### src/rtl/lcd_pkg.sv
// Shared types and helpers for the HD44780-style LCD bus driver.
// Field positions follow the core's LCD register word.
package lcd_pkg;

    typedef enum logic [2:0] {
        ST_PWRUP,
        ST_IDLE,
        ST_SETUP,
        ST_PULSE,
        ST_HOLD,
        ST_EXEC
    } lcd_state_e;

    typedef struct packed {
        logic       on;
        logic       rs;
        logic       rw;
        logic [7:0] data;
    } lcd_word_t;

    localparam int LCD_ON_BIT   = 31;
    localparam int LCD_RS_BIT   = 9;
    localparam int LCD_RW_BIT   = 8;
    localparam int LCD_DATA_MSB = 7;
    localparam int LCD_DATA_LSB = 0;

    // Clear (0x01) and home (0x02/0x03) need the long execution wait
    function automatic logic is_long_cmd(
        input logic       rs,
        input logic [7:0] data
    );
        return !rs && (data[7:2] == 6'd0);
    endfunction

    function automatic lcd_word_t to_word(input logic [31:0] cmd);
        lcd_word_t w;
        w.on   = cmd[LCD_ON_BIT];
        w.rs   = cmd[LCD_RS_BIT];
        w.rw   = cmd[LCD_RW_BIT];
        w.data = cmd[LCD_DATA_MSB:LCD_DATA_LSB];
        return w;
    endfunction

    function automatic int max_int(input int a, input int b);
        return (a > b) ? a : b;
    endfunction

endpackage

### src/rtl/lcd_cnt.sv
// Loadable down-counter with zero flag; holds at zero instead of wrapping.
// Reset value is a parameter so the power-up wait starts out of reset.
module lcd_cnt #(
    parameter int              CNT_W   = 8,
    parameter logic [CNT_W-1:0] RST_VAL = '0
) (
    input  logic             clk,
    input  logic             rst_n,
    input  logic             load,
    input  logic [CNT_W-1:0] load_val,
    output logic             zero
);

    logic [CNT_W-1:0] count;

    always_ff @(posedge clk or negedge rst_n) begin
        if (!rst_n) begin
            count <= RST_VAL;
        end else if (load) begin
            count <= load_val;
        end else if (count != '0) begin
            count <= count - 1'b1;
        end
    end

    assign zero = (count == '0);

endmodule

### src/rtl/lcd_driver.sv
// HD44780-style LCD bus driver: times EN around each core write and
// buffers one pending command while the controller is busy.
module lcd_driver
    import lcd_pkg::*;
#(
    parameter int T_PWRUP     = 750000,
    parameter int T_SETUP     = 2,
    parameter int T_PULSE     = 12,
    parameter int T_HOLD      = 2,
    parameter int T_EXEC      = 2000,
    parameter int T_EXEC_LONG = 76000
) (
    input  logic        i_clk,
    input  logic        i_rst_n,
    input  logic        i_lcd_vld,
    input  logic [31:0] i_lcd_cmd,
    output logic        o_lcd_on,
    output logic        o_lcd_rs,
    output logic        o_lcd_rw,
    output logic        o_lcd_en,
    output logic [7:0]  o_lcd_data,
    output logic        o_busy,
    output logic        o_pend,
    output logic        o_drop
);

    localparam int T_MAX = max_int(
        max_int(max_int(T_PWRUP, T_SETUP), max_int(T_PULSE, T_HOLD)),
        max_int(T_EXEC, T_EXEC_LONG));
    localparam int CNT_W = $clog2(T_MAX) + 1;

    localparam logic [CNT_W-1:0] LD_PWRUP = CNT_W'(T_PWRUP - 1);
    localparam logic [CNT_W-1:0] LD_SETUP = CNT_W'(T_SETUP - 1);
    localparam logic [CNT_W-1:0] LD_PULSE = CNT_W'(T_PULSE - 1);
    localparam logic [CNT_W-1:0] LD_HOLD  = CNT_W'(T_HOLD - 1);
    localparam logic [CNT_W-1:0] LD_EXEC  = CNT_W'(T_EXEC - 1);
    localparam logic [CNT_W-1:0] LD_LONG  = CNT_W'(T_EXEC_LONG - 1);

    lcd_state_e       state;
    lcd_state_e       next_state;
    logic             zero;
    logic             load;
    logic [CNT_W-1:0] load_val;
    logic             launch;
    logic             launch_pend;
    logic             direct;
    logic             store;
    logic             drop;
    logic             pend_vld;
    lcd_word_t        pend_word;
    lcd_word_t        in_word;
    lcd_word_t        launch_word;
    logic             unused_bits;

    assign in_word     = to_word(i_lcd_cmd);
    assign unused_bits = ^i_lcd_cmd[30:10];

    lcd_cnt #(
        .CNT_W   (CNT_W),
        .RST_VAL (LD_PWRUP)
    ) u_cnt (
        .clk      (i_clk),
        .rst_n    (i_rst_n),
        .load     (load),
        .load_val (load_val),
        .zero     (zero)
    );

    always_ff @(posedge i_clk or negedge i_rst_n) begin
        if (!i_rst_n) begin
            state <= ST_PWRUP;
        end else begin
            state <= next_state;
        end
    end

    always_comb begin
        next_state  = state;
        load        = 1'b0;
        load_val    = '0;
        launch      = 1'b0;
        launch_pend = 1'b0;
        unique case (state)
            ST_PWRUP: begin
                if (zero) next_state = ST_IDLE;
            end
            ST_IDLE: begin
                if (pend_vld || i_lcd_vld) begin
                    next_state  = ST_SETUP;
                    load        = 1'b1;
                    load_val    = LD_SETUP;
                    launch      = 1'b1;
                    launch_pend = pend_vld;
                end
            end
            ST_SETUP: begin
                if (zero) begin
                    next_state = ST_PULSE;
                    load       = 1'b1;
                    load_val   = LD_PULSE;
                end
            end
            ST_PULSE: begin
                if (zero) begin
                    next_state = ST_HOLD;
                    load       = 1'b1;
                    load_val   = LD_HOLD;
                end
            end
            ST_HOLD: begin
                if (zero) begin
                    next_state = ST_EXEC;
                    load       = 1'b1;
                    load_val   = is_long_cmd(o_lcd_rs, o_lcd_data)
                               ? LD_LONG : LD_EXEC;
                end
            end
            ST_EXEC: begin
                if (zero) begin
                    if (pend_vld) begin
                        next_state  = ST_SETUP;
                        load        = 1'b1;
                        load_val    = LD_SETUP;
                        launch      = 1'b1;
                        launch_pend = 1'b1;
                    end else begin
                        next_state = ST_IDLE;
                    end
                end
            end
            default: next_state = ST_PWRUP;
        endcase
    end

    // A consumed pending slot can take the new strobe in the same cycle
    assign direct = launch && !launch_pend;
    assign store  = i_lcd_vld && !direct && (!pend_vld || launch_pend);
    assign drop   = i_lcd_vld && !direct && !store;
    assign launch_word = launch_pend ? pend_word : in_word;

    always_ff @(posedge i_clk or negedge i_rst_n) begin
        if (!i_rst_n) begin
            pend_vld  <= 1'b0;
            pend_word <= '0;
        end else if (store) begin
            pend_vld  <= 1'b1;
            pend_word <= in_word;
        end else if (launch_pend) begin
            pend_vld  <= 1'b0;
        end
    end

    always_ff @(posedge i_clk or negedge i_rst_n) begin
        if (!i_rst_n) begin
            o_lcd_on   <= 1'b0;
            o_lcd_rs   <= 1'b0;
            o_lcd_rw   <= 1'b0;
            o_lcd_data <= '0;
            o_lcd_en   <= 1'b0;
            o_drop     <= 1'b0;
        end else begin
            if (launch) begin
                o_lcd_on   <= launch_word.on;
                o_lcd_rs   <= launch_word.rs;
                o_lcd_rw   <= launch_word.rw;
                o_lcd_data <= launch_word.data;
            end
            o_lcd_en <= (next_state == ST_PULSE);
            o_drop   <= drop;
        end
    end

    assign o_busy = (state != ST_IDLE);
    assign o_pend = pend_vld;

endmodule

### config.mk
export PLATFORM = sky130hd
export DESIGN_NAME = lcd_driver
export DESIGN_NICKNAME = d
export VERILOG_FILES = /design/src/rtl/lcd_pkg.sv /design/src/rtl/lcd_cnt.sv /design/src/rtl/lcd_driver.sv
export SDC_FILE = /design/constraint.sdc
export NUM_CORES = 1
export LEC_CHECK = 0
export ABC_AREA = 1
export BUFFER_PORTS_ARGS = -buffer_cell sky130_fd_sc_hd__buf_2
export CAP_MARGIN = 30
export CORE_ASPECT_RATIO = 0.8
export CORE_MARGIN = 8
export CORE_UTILIZATION = 50
export CTS_BUF_LIST = sky130_fd_sc_hd__clkbuf_16
export DETAILED_ROUTE_END_ITERATION = 8
export HOLD_SLACK_MARGIN = 0.05
export PLACE_DENSITY = 0.81
export SYNTH_ARGS = -nofsm -noshare
export SYNTH_HDL_FRONTEND = slang
export SYNTH_SLANG_ARGS = --single-unit
### constraint.sdc
create_clock -name i_clk -period 2 [get_ports i_clk]
set_clock_uncertainty 0.05 [all_clocks]
set_input_delay 0 -clock i_clk [delete_from_list [all_inputs] [get_ports i_clk]]
set_output_delay 0 -clock i_clk [all_outputs]
set_load 0.02 [all_outputs]
Yosys cells after proc, flatten, opt, wreduce, memory -nomap -nowiden:

Cells that the tools add are included.

* register bits: 49
* latch bits: 0
* memory bits (writable): 0
* memory bits (read-only): 0
* bits of input ports: 35
* output and inout bits: 15
* word-level logic and storage cells: 69
* memories: 0

* add/sub/neg operators: 1
* $mul: 0
* divide/modulo/power cells: 0
* magnitude comparators: 0
* equality and inequality tests: 7
* shifts and indexed selects: 0
* mux-type cells: 29
* bitwise operators: 0
* reductions and logical operators: 19

Operators by type and width (count)
* 17-bit case mux with 5 select lines: 1
* 21-bit 2-to-1 mux: 2
* 17-bit 2-to-1 mux: 2
* 21-bit zero test: 1
* 21-bit nonzero test: 1
* 21-bit by 1-bit subtractor with 21-bit output (second input constant): 1
* 3-bit 2-to-1 mux: 6
* 3-bit case mux with 6 select lines: 1
* 1-bit 2-to-1 mux: 11
* 11-bit 2-to-1 mux: 1
* 3-bit by 2-bit == test with 1-bit output (second input constant): 3
* 3-bit == test (second input constant): 2
* 6-bit zero test: 1
* 1-bit logical AND: 5
* 1-bit zero test: 5
* 4-bit 2-to-1 mux: 1
* 1-bit case mux with 2 select lines: 2
* 2-bit nonzero test: 2
* 3-bit by 1-bit == test with 1-bit output (second input constant): 1
* 3-bit zero test: 1
* 3-bit by 1-bit != test with 1-bit output (second input constant): 1
* 1-bit case mux with 3 select lines: 1
* 3-bit OR reduction: 1
* 1-bit logical OR: 2
* 2-bit 2-to-1 mux: 1

Depth between registers and ports, before layout:

Gate-level depths: netlist of the first run.

* depth after elaboration: 10
* gate-level depth with buffers: 13
* depth with buffers taken out: 13

Cells and area by module:

A second synthesis of the first run with hierarchy kept.

* cells, all modules: 427
* area, all modules: 3078.0 µm²

Modules (own cells, without submodules)
* lcd_driver: instances 1, cells each 204, area an instance 1544.0 µm², seq. area each 700.7 µm²
* lcd_cnt: instances 1, cells each 223, area an instance 1534.0 µm², seq. area each 541.8 µm²

Least setup slack after synthesis of the first run:

Ideal clock, no wire load.

* kind: register to register
* start point: register u_cnt.count[0]
* end point: register pend_word[10] (netlist name)
* setup time: 0.117 ns
* arrival time: 1.749 ns
* data required time: 1.833 ns
* path slack: 0.084 ns
* cell stages (with the launch flop): 12
* path buffers: 1
* clock period less this slack: 1.916 ns
* path through: dfstp_2 > inv_1 > ha_1 > nand2_2 > nor2_4 > nand2_4 > nor2_8 > o21ai_2 > nand2_2 > buf_4 > nand3_1 > nand2_1

* cells in the longest elaborated chain, start to end: 8
* elaborated cells between the ends (all ways): 10
* classes of those cells: mux (3); reduce/logical (7)

RTL lines
* start, declared: line lcd_cnt.sv:14 `logic [CNT_W-1:0] count;`
* start signal, assigned: line lcd_cnt.sv:20 `count <= load_val;`
* start signal, assigned: line lcd_cnt.sv:22 `count <= count - 1'b1;`
* 21-bit zero test (*): line lcd_cnt.sv:26 `assign zero = (count == '0);`
* 1-bit 2-to-1 mux (*): line lcd_driver.sv:119 `if (zero) begin`
* 1-bit case mux with 2 select lines: line lcd_driver.sv:83 `unique case (state)`
* 1-bit zero test: line lcd_driver.sv:136 `assign direct = launch && !launch_pend;`
* 1-bit logical AND: line lcd_driver.sv:136
* 1-bit zero test: line lcd_driver.sv:137 `assign store = i_lcd_vld && !direct && (!pend_vld || launch_pend);`
* 1-bit logical AND: line lcd_driver.sv:137
* 1-bit logical AND (*): line lcd_driver.sv:137
* end signal, assigned: line lcd_driver.sv:147 `pend_word <= in_word;`
* end, declared: line lcd_driver.sv:50 `lcd_word_t pend_word;`

Mark *: on every way between the ends. The rest lies on a longest branch, timed or not.
A chain may end at the register's enable or synchronous reset.

Worst setup path in the final report of the first run:

* start point: register u_cnt.count[6]
* end point: register o_lcd_rw

* cells in the longest elaborated chain, start to end: 4
* elaborated cells between the ends (all ways): 5
* classes of those cells: mux (4); reduce/logical (1)

RTL lines
* 21-bit zero test (*): line lcd_cnt.sv:26
* 1-bit 2-to-1 mux (*): line lcd_driver.sv:119
* 1-bit case mux with 2 select lines: line lcd_driver.sv:83
* 11-bit 2-to-1 mux: line lcd_driver.sv:139 `assign launch_word = launch_pend ? pend_word : in_word;`
* end signal, assigned: line lcd_driver.sv:165 `o_lcd_rw <= launch_word.rw;`
* end, declared: line lcd_driver.sv:19 `output logic o_lcd_rw,`

Marks and branches as above.

==> results.cfg, run 1 <==
[status]
run_status = complete, but fails checks
violations = setup timing

[final_layout]
post-route-util = 0.670
register_area_sq_um = 1240
final_layout_size_suffix_gt1_frac = 0.272
design.final.nets = 475
multi_input_combinational_cell_area_sq_um = 1440
fill_cells = 389
layout_common_cells = sky130_fd_sc_hd__nand2_1, sky130_fd_sc_hd__nor2_1, sky130_fd_sc_hd__dfrtp_1, sky130_fd_sc_hd__inv_1, sky130_fd_sc_hd__buf_2
layout.cell_area.non_filler_sq_um = 3640
area_delta_synth_final_pct = 29.6
leading_cell_type_in_the_layout_fill_and_taps_excluded = sky130_fd_sc_hd__nand2_1
finish.cell_count_without_fillers = 517

[drt]
antenna_violating_nets_post_route = 0
routed_wire_length_per_instance_um = 16.5
drt_wl_total_um = 8530
route.vias.total = 2924
drc = 0
drt_iter0_drc = 317
vias_per_cell = 5.66
firstDrtPassIters = 5

[die]
die_y_um = 83.1
io_pins = 50
die_width_um = 99.8
core_area_sq_um = 5440
std_cell_rows = 24
start_util = 0.517
design.die.area_sq_um = 8290

[synthesis]
synthSimpleGateAreaFrac = 0.358
yosys_reg_bits = 49
largest_family_of_logic_cells_by_synthesized_area = simple AND/OR/NAND/NOR gates
ys_warn_count = 0
netlist_area_sq_um = 2810
syn-instance-count = 371
synth-compound-area-share = 0.0645
synth_adder_area_share = 0.0134
postSynthAreaPerCell_sq_um = 7.58
proportion_of_synthesized_area_in_mux_cells = 0
xor_xnor_fraction_of_synth_area = 0.0374
seq_area_frac_synth = 0.442
synth_fp_nets = 409
distinct_cells_synth = 34

[setup_path]
slowest_delay_ns = 0.41
most_frequent_cell_on_the_critical_path = sky130_fd_sc_hd__nand2_1
timing.critical_path.slowest_stage_cell = sky130_fd_sc_hd__dfrtp_1
worstSetupEndpointType = flip-flop
cp-start-kind = flip-flop
criticalPathCategory = reg -> reg
crit_required_ns = 2.18
cp_max_fo = 6
cp_cell_sequence = nor2_2 > nand2_2 > nor2_4 > nand2_4 > nor2_8 > o21ai_4 > buf_6 > buf_12 > o21ai_1 > nand2_1 > nand2_1
arrival_ns = 2.26

[sta]
min_period_ns = 2.08
finalSetupTns_ns = -0.187
fmax_mhz = 480
report.final.hold_viol_count = 0
slew_violations = 0
final-setup-viol-count = 8
worst_hold_margin_ns = 0.164
worstMarginPinSlew_ns = 0.512
timing.final.ws_setup_ns = -0.0824
fin_crit_sh = 1.04
relSlewSlack = 0.657
setup_repair_after_global_routing_missed_its_margin = true

[clocking]
cts_inserted_buffers = 5
ctsLongestPathBuffers = 2
clock_tree_from_tritoncts = yes
worstSkewPairLatency_ns = 0.29
clock_root_buffer_master = sky130_fd_sc_hd__clkbuf_16
cts-htree-levels = 2
clock_sinks = 49
clk_pin_slew_worst_paths_ns = 0.07

[power_and_ir_drop]
power.static_leakage_nw = 1.79
report.power.total_mw = 1.92
pwr_density_cell_nw_per_um2 = 528
worst_ir_drop_vdd_v = 0.000293

[global_routing]
global_route.usage.met1 = 0.230
globalRouteMet3Util = 0.0333
global_route.peak_usage_layer = met2
grt_overflow_total = 0
grt_use_total = 0.173
grt_max_degree = 50
grt_pass1_wl_um = 11800
grt_util_met2 = 0.267
antenna_found_initial = 1
grt_pass1_vias = 2523

[placement]
place.detailed.instances = 479
placement.setup.worst_slack_ns = 0.0212
port_buffers = 28
hpwlAfterDp_um = 4820
finalWeightedCongestion = 0.838
place_area_sq_um = 3090

[job]
max_cap_viol_count = 0

[hold_path]
holdCritPathClass = in -> async
==> worst max-delay path: cells and delay by family (launching register included) <==
family	cells	cell delay, ns
AO/OA/AOI/OAI	2	0.27
buffers and inverters	2	0.27
flip-flops	1	0.41
AND/OR/NAND/NOR	7	1.00
==> metal layers <==
layer | up-vias | wire length, um
met5 | - | 0
met4 | 0 | 349
met3 | 39 | 757
met2 | 200 | 3960
met1 | 1363 | 3460
li1 | 1322 | -
==> final timing paths <==
| kind | slack [ns] | startpoint | end | cells past startpoint |
|---|---|---|---|---|
| worst min-delay path | 0.16 | i_rst_n | u_cnt.count[20]$_DFFE_PN0P_ | 3 |
| worst max register to register | -0.08 | u_cnt.count[6]$_DFFE_PN0P_ | o_lcd_rw$_DFFE_PN0P_ | 11 |
| worst max-delay path | -0.08 | u_cnt.count[6]$_DFFE_PN0P_ | o_lcd_rw$_DFFE_PN0P_ | 11 |
| worst min register to register | 0.43 | pend_word[10]$_DFFE_PN0P_ | pend_word[10]$_DFFE_PN0P_ | 2 |
| max in group asynchronous | 1.44 | i_rst_n | u_cnt.count[1]$_DFFE_PN1P_ | 3 |
| min in group i_clk | 0.26 | i_lcd_vld | pend_word[6]$_DFFE_PN0P_ | 6 |
==> synthesized netlist by cell type <==
cell                          n  area (sq um)
sky130_fd_sc_hd__buf_4        3          22.5
sky130_fd_sc_hd__nand3b_1     3          22.5
sky130_fd_sc_hd__nor2_4       1          11.3
sky130_fd_sc_hd__o21ai_1     10          50.1
sky130_fd_sc_hd__or2_2        1          6.26
sky130_fd_sc_hd__clkbuf_1     4          15.0
sky130_fd_sc_hd__o21ai_2      1          8.76
sky130_fd_sc_hd__nand2_1    113           424
sky130_fd_sc_hd__inv_2        2          7.51
sky130_fd_sc_hd__buf_2        2          10.0
sky130_fd_sc_hd__nor3_1       6          30.0
sky130_fd_sc_hd__ha_1         3          37.5
sky130_fd_sc_hd__nor2_2       7          43.8
sky130_fd_sc_hd__nand3_4      1          17.5
sky130_fd_sc_hd__xor2_1       9          78.8
sky130_fd_sc_hd__xnor2_1      3          26.3
sky130_fd_sc_hd__nand3_2      1          10.0
sky130_fd_sc_hd__a31oi_1      3          18.8
sky130_fd_sc_hd__nor4_1       1          6.26
sky130_fd_sc_hd__nand4_1     15          93.8
sky130_fd_sc_hd__inv_1       37           139
sky130_fd_sc_hd__dfrtp_1     36           901
sky130_fd_sc_hd__nand3_1     23           115
sky130_fd_sc_hd__nor2_1      40           150
sky130_fd_sc_hd__nand2_2      5          31.3
sky130_fd_sc_hd__nand2_4      1          11.3
sky130_fd_sc_hd__nor2_8       1          20.0
sky130_fd_sc_hd__dfstp_2     13           342
sky130_fd_sc_hd__or2_1        1          6.26
sky130_fd_sc_hd__o21ai_0      5          25.0
sky130_fd_sc_hd__and3_1       1          6.26
sky130_fd_sc_hd__a21oi_1     14          70.1
sky130_fd_sc_hd__buf_6        4          45.0
sky130_fd_sc_hd__o2111ai_1    1          8.76
==> state kept, by name (all words and copies together) (netlist names) <==
name         flops
u_cnt.count     21
pend_word       11
o_lcd_data       8
state            3
o_drop           1
o_lcd_en         1
o_lcd_on         1
o_lcd_rs         1
o_lcd_rw         1
o_pend           1
==> cell type report <==
class / count / share of cell area
timing repair inverter: 1 / 0.00206
inverter: 39 / 0.0412
antenna: 1 / 0.000687
clock buffer: 5 / 0.0343
sequential: 49 / 0.341
tap: 78 / 0.0268
multi-input combinational: 271 / 0.394
timing repair buffer: 70 / 0.155
clock inverter: 3 / 0.00481
==> logic make-up after synthesis <==
family                   count (synthesis)
AND/OR/NAND/NOR                        221
adder cells (fa/ha/maj)                  3
flip-flops                              49
AO/OA/AOI/OAI                           34
buffers and inverters                   52
XOR/XNOR                                12
==> report_power, final <==
| group | switching (mW) | total [mW] | internal (mW) |
|---|---|---|---|
| sequential | 0.000331 | 0.993 | 0.993 |
| clock | 0.379 | 0.838 | 0.460 |
| combinational | 0.0528 | 0.0924 | 0.0397 |
| total | 0.432 | 1.92 | 1.49 |
==> what timing repair did <==
action | in CTS | in global routing
endpoints found under the hold margin | 69 | 0
hold buffers | 12 | 0
pin swaps | 0 | 13
endpoints found under the setup margin | 3 | 44
gates resized for setup | 2 | 31
cloned | 0 | 5
setup buffers | 0 | 12
No activity file was read; power rests on OpenSTA's default activity.
==> run 2, diff against run 1 <==
Settings changed: BUFFER_PORTS_ARGS -buffer_cell sky130_fd_sc_hd__buf_2 to default, CORE_UTILIZATION 50 to 51, DONT_BUFFER_PORTS from default to 1, PLACE_DENSITY 0.81 to 0.75.
==> results.cfg, run 2 (synthesized netlist as in run 1, its figures left out) <==
[status]
run_status = complete, no violations

[sta]
fmax_mhz = 508
report.final.hold_viol_count = 0
min_period_ns = 1.97
worst_hold_margin_ns = 0.0845
timing.final.ws_setup_ns = 0.0313
slew_violations = 0
relSlewSlack = 0.699
final-setup-viol-count = 0
setup_repair_after_global_routing_missed_its_margin = true
worstMarginPinSlew_ns = 0.449
fin_crit_sh = 0.984
finalSetupTns_ns = 0

[clocking]
clock_tree_from_tritoncts = yes
clk_pin_slew_worst_paths_ns = 0.07
clock_root_buffer_master = sky130_fd_sc_hd__clkbuf_16
ctsLongestPathBuffers = 2
clock_sinks = 49
cts_inserted_buffers = 5
worstSkewPairLatency_ns = 0.29
cts-htree-levels = 2

[final_layout]
final_layout_size_suffix_gt1_frac = 0.194
largest_reg_flops = 21
layout_common_cells = sky130_fd_sc_hd__nand2_1, sky130_fd_sc_hd__nor2_1, sky130_fd_sc_hd__dfrtp_1, sky130_fd_sc_hd__inv_1, sky130_fd_sc_hd__nand3_1
fill_cells = 450
post-route-util = 0.639
registers.top_by_ff_count = u_cnt.count
antenna_cells = 0
area_delta_synth_final_pct = 22.2
layout.cell_area.non_filler_sq_um = 3440
design.final.nets = 444
reg.largest.list = u_cnt.count: 21 flops, pend_word: 11 flops, o_lcd_data: 8 flops
leading_cell_type_in_the_layout_fill_and_taps_excluded = sky130_fd_sc_hd__nand2_1
finish.cell_count_without_fillers = 472

[hold_path]
holdPathStages = 4
hold_path_end = u_cnt.count[0]$_DFFE_PN1P_
worst_hold_path_startpoint = i_lcd_vld
holdCritPathClass = in -> reg

[die]
design.die.area_sq_um = 8160
die_width_um = 99.0
io_pins = 50
core_area_sq_um = 5380
std_cell_rows = 24
die_y_um = 82.4
start_util = 0.523

[setup_path]
cp_max_fo = 8
criticalPathCategory = reg -> reg
worstSetupEndpointType = flip-flop
r2r-start = u_cnt.count[1]$_DFFE_PN1P_
arrival_ns = 2.09
depth_of_the_most_critical_reg_to_reg_path = 11
cp_cell_sequence = inv_2 > ha_4 > nand2_4 > nor2_4 > nand2_4 > nor2_8 > o21ai_4 > nand2_4 > buf_6 > nand3_2 > nand2_1
crit_required_ns = 2.13
cp-start-kind = flip-flop
critPathTopFamily = simple AND/OR/NAND/NOR gates
most_frequent_cell_on_the_critical_path = sky130_fd_sc_hd__nand2_4
timing.critical_path.from = u_cnt.count[1]$_DFFE_PN1P_
timing.critical_path.slowest_stage_cell = sky130_fd_sc_hd__dfstp_2
timing.critical_path.buf_inv = 2
ff2ff_setup_slack_ns = 0.03
r2r_end = pend_word[4]$_DFFE_PN0P_
slowest_delay_ns = 0.55

[power_and_ir_drop]
power.static_leakage_nw = 1.69
report.power.total_mw = 1.93
worst_ir_drop_vdd_v = 0.000453
pwr_density_cell_nw_per_um2 = 561

[placement]
port_buffers = 0
placement.setup.worst_slack_ns = 0.0128
place.detailed.instances = 440
hpwlAfterDp_um = 4560
finalWeightedCongestion = 0.878
place_area_sq_um = 2940

[global_routing]
grt_pass1_vias = 2437
grt_pass1_wl_um = 11400
grt_use_total = 0.172
grt_max_degree = 50
grt_overflow_total = 0
antenna_found_initial = 0

[drt]
firstDrtPassIters = 5
route.vias.total = 2566
drc = 0
drt_wl_total_um = 7030
routed_wire_length_per_instance_um = 14.9
antenna_violating_nets_post_route = 0
vias_per_cell = 5.44
drt_iter0_drc = 150

[job]
max_cap_viol_count = 0
run 2: routing by layer:
metal  vias up  wire, um  share of wire  GRT usage
li1       1262         -              -          -
met1      1233      3170           0.45      0.222
met4         0        21         0.0030     0.0321
met2        69      3450           0.49      0.293
met3         2       390          0.055     0.0385
met5         -         0              0          0
run 2: final cells by class:
cell class / instances / area [sq um] / area share
timing repair buffer: 40 / 417 / 0.121
clock inverter: 3 / 25.0 / 0.00728
multi-input combinational: 271 / 1400 / 0.407
tap: 65 / 81.3 / 0.0237
sequential: 49 / 1240 / 0.362
clock buffer: 5 / 125 / 0.0364
inverter: 39 / 146 / 0.0426
run 2: what timing repair did:
item | CTS | global route
cloned | 0 | 3
pin swaps | 0 | 10
setup buffers | 0 | 7
hold buffers | 14 | 0
resized for setup | 2 | 16
endpoints found under the hold margin | 73 | 0
endpoints found under the setup margin | 4 | 45
run 2: where the power goes:
group / internal [mW] / leakage (nW) / total, mW / switching, mW
Combinational: 0.0312 / 1.06 / 0.0728 / 0.0416
Sequential: 0.993 / 0.558 / 0.994 / 0.00181
Clock: 0.471 / 0.0704 / 0.859 / 0.388
Total: 1.49 / 1.69 / 1.93 / 0.431
run 2: worst register-to-register path, cell delays in order (launching register included):
cell                      delay [ns]
sky130_fd_sc_hd__dfstp_2        0.55
sky130_fd_sc_hd__inv_2          0.05
sky130_fd_sc_hd__ha_4           0.16
sky130_fd_sc_hd__nand2_4        0.07
sky130_fd_sc_hd__nor2_4         0.05
sky130_fd_sc_hd__nand2_4        0.11
sky130_fd_sc_hd__nor2_8         0.07
sky130_fd_sc_hd__o21ai_4        0.32
sky130_fd_sc_hd__nand2_4        0.15
sky130_fd_sc_hd__buf_6          0.16
sky130_fd_sc_hd__nand3_2        0.06
sky130_fd_sc_hd__nand2_1        0.07
run 2: how the worst max path moves through the flow:
stage	to	cells past startpoint
CTS	o_lcd_data[3]$_DFFE_PN0P_	12
detailed placement	pend_word[3]$_DFFE_PN0P_	11
floorplan	pend_word[10]$_DFFE_PN0P_	11
global placement	pend_word[3]$_DFFE_PN0P_	11
finish	pend_word[4]$_DFFE_PN0P_	11
global route	pend_word[6]$_DFFE_PN0P_	11
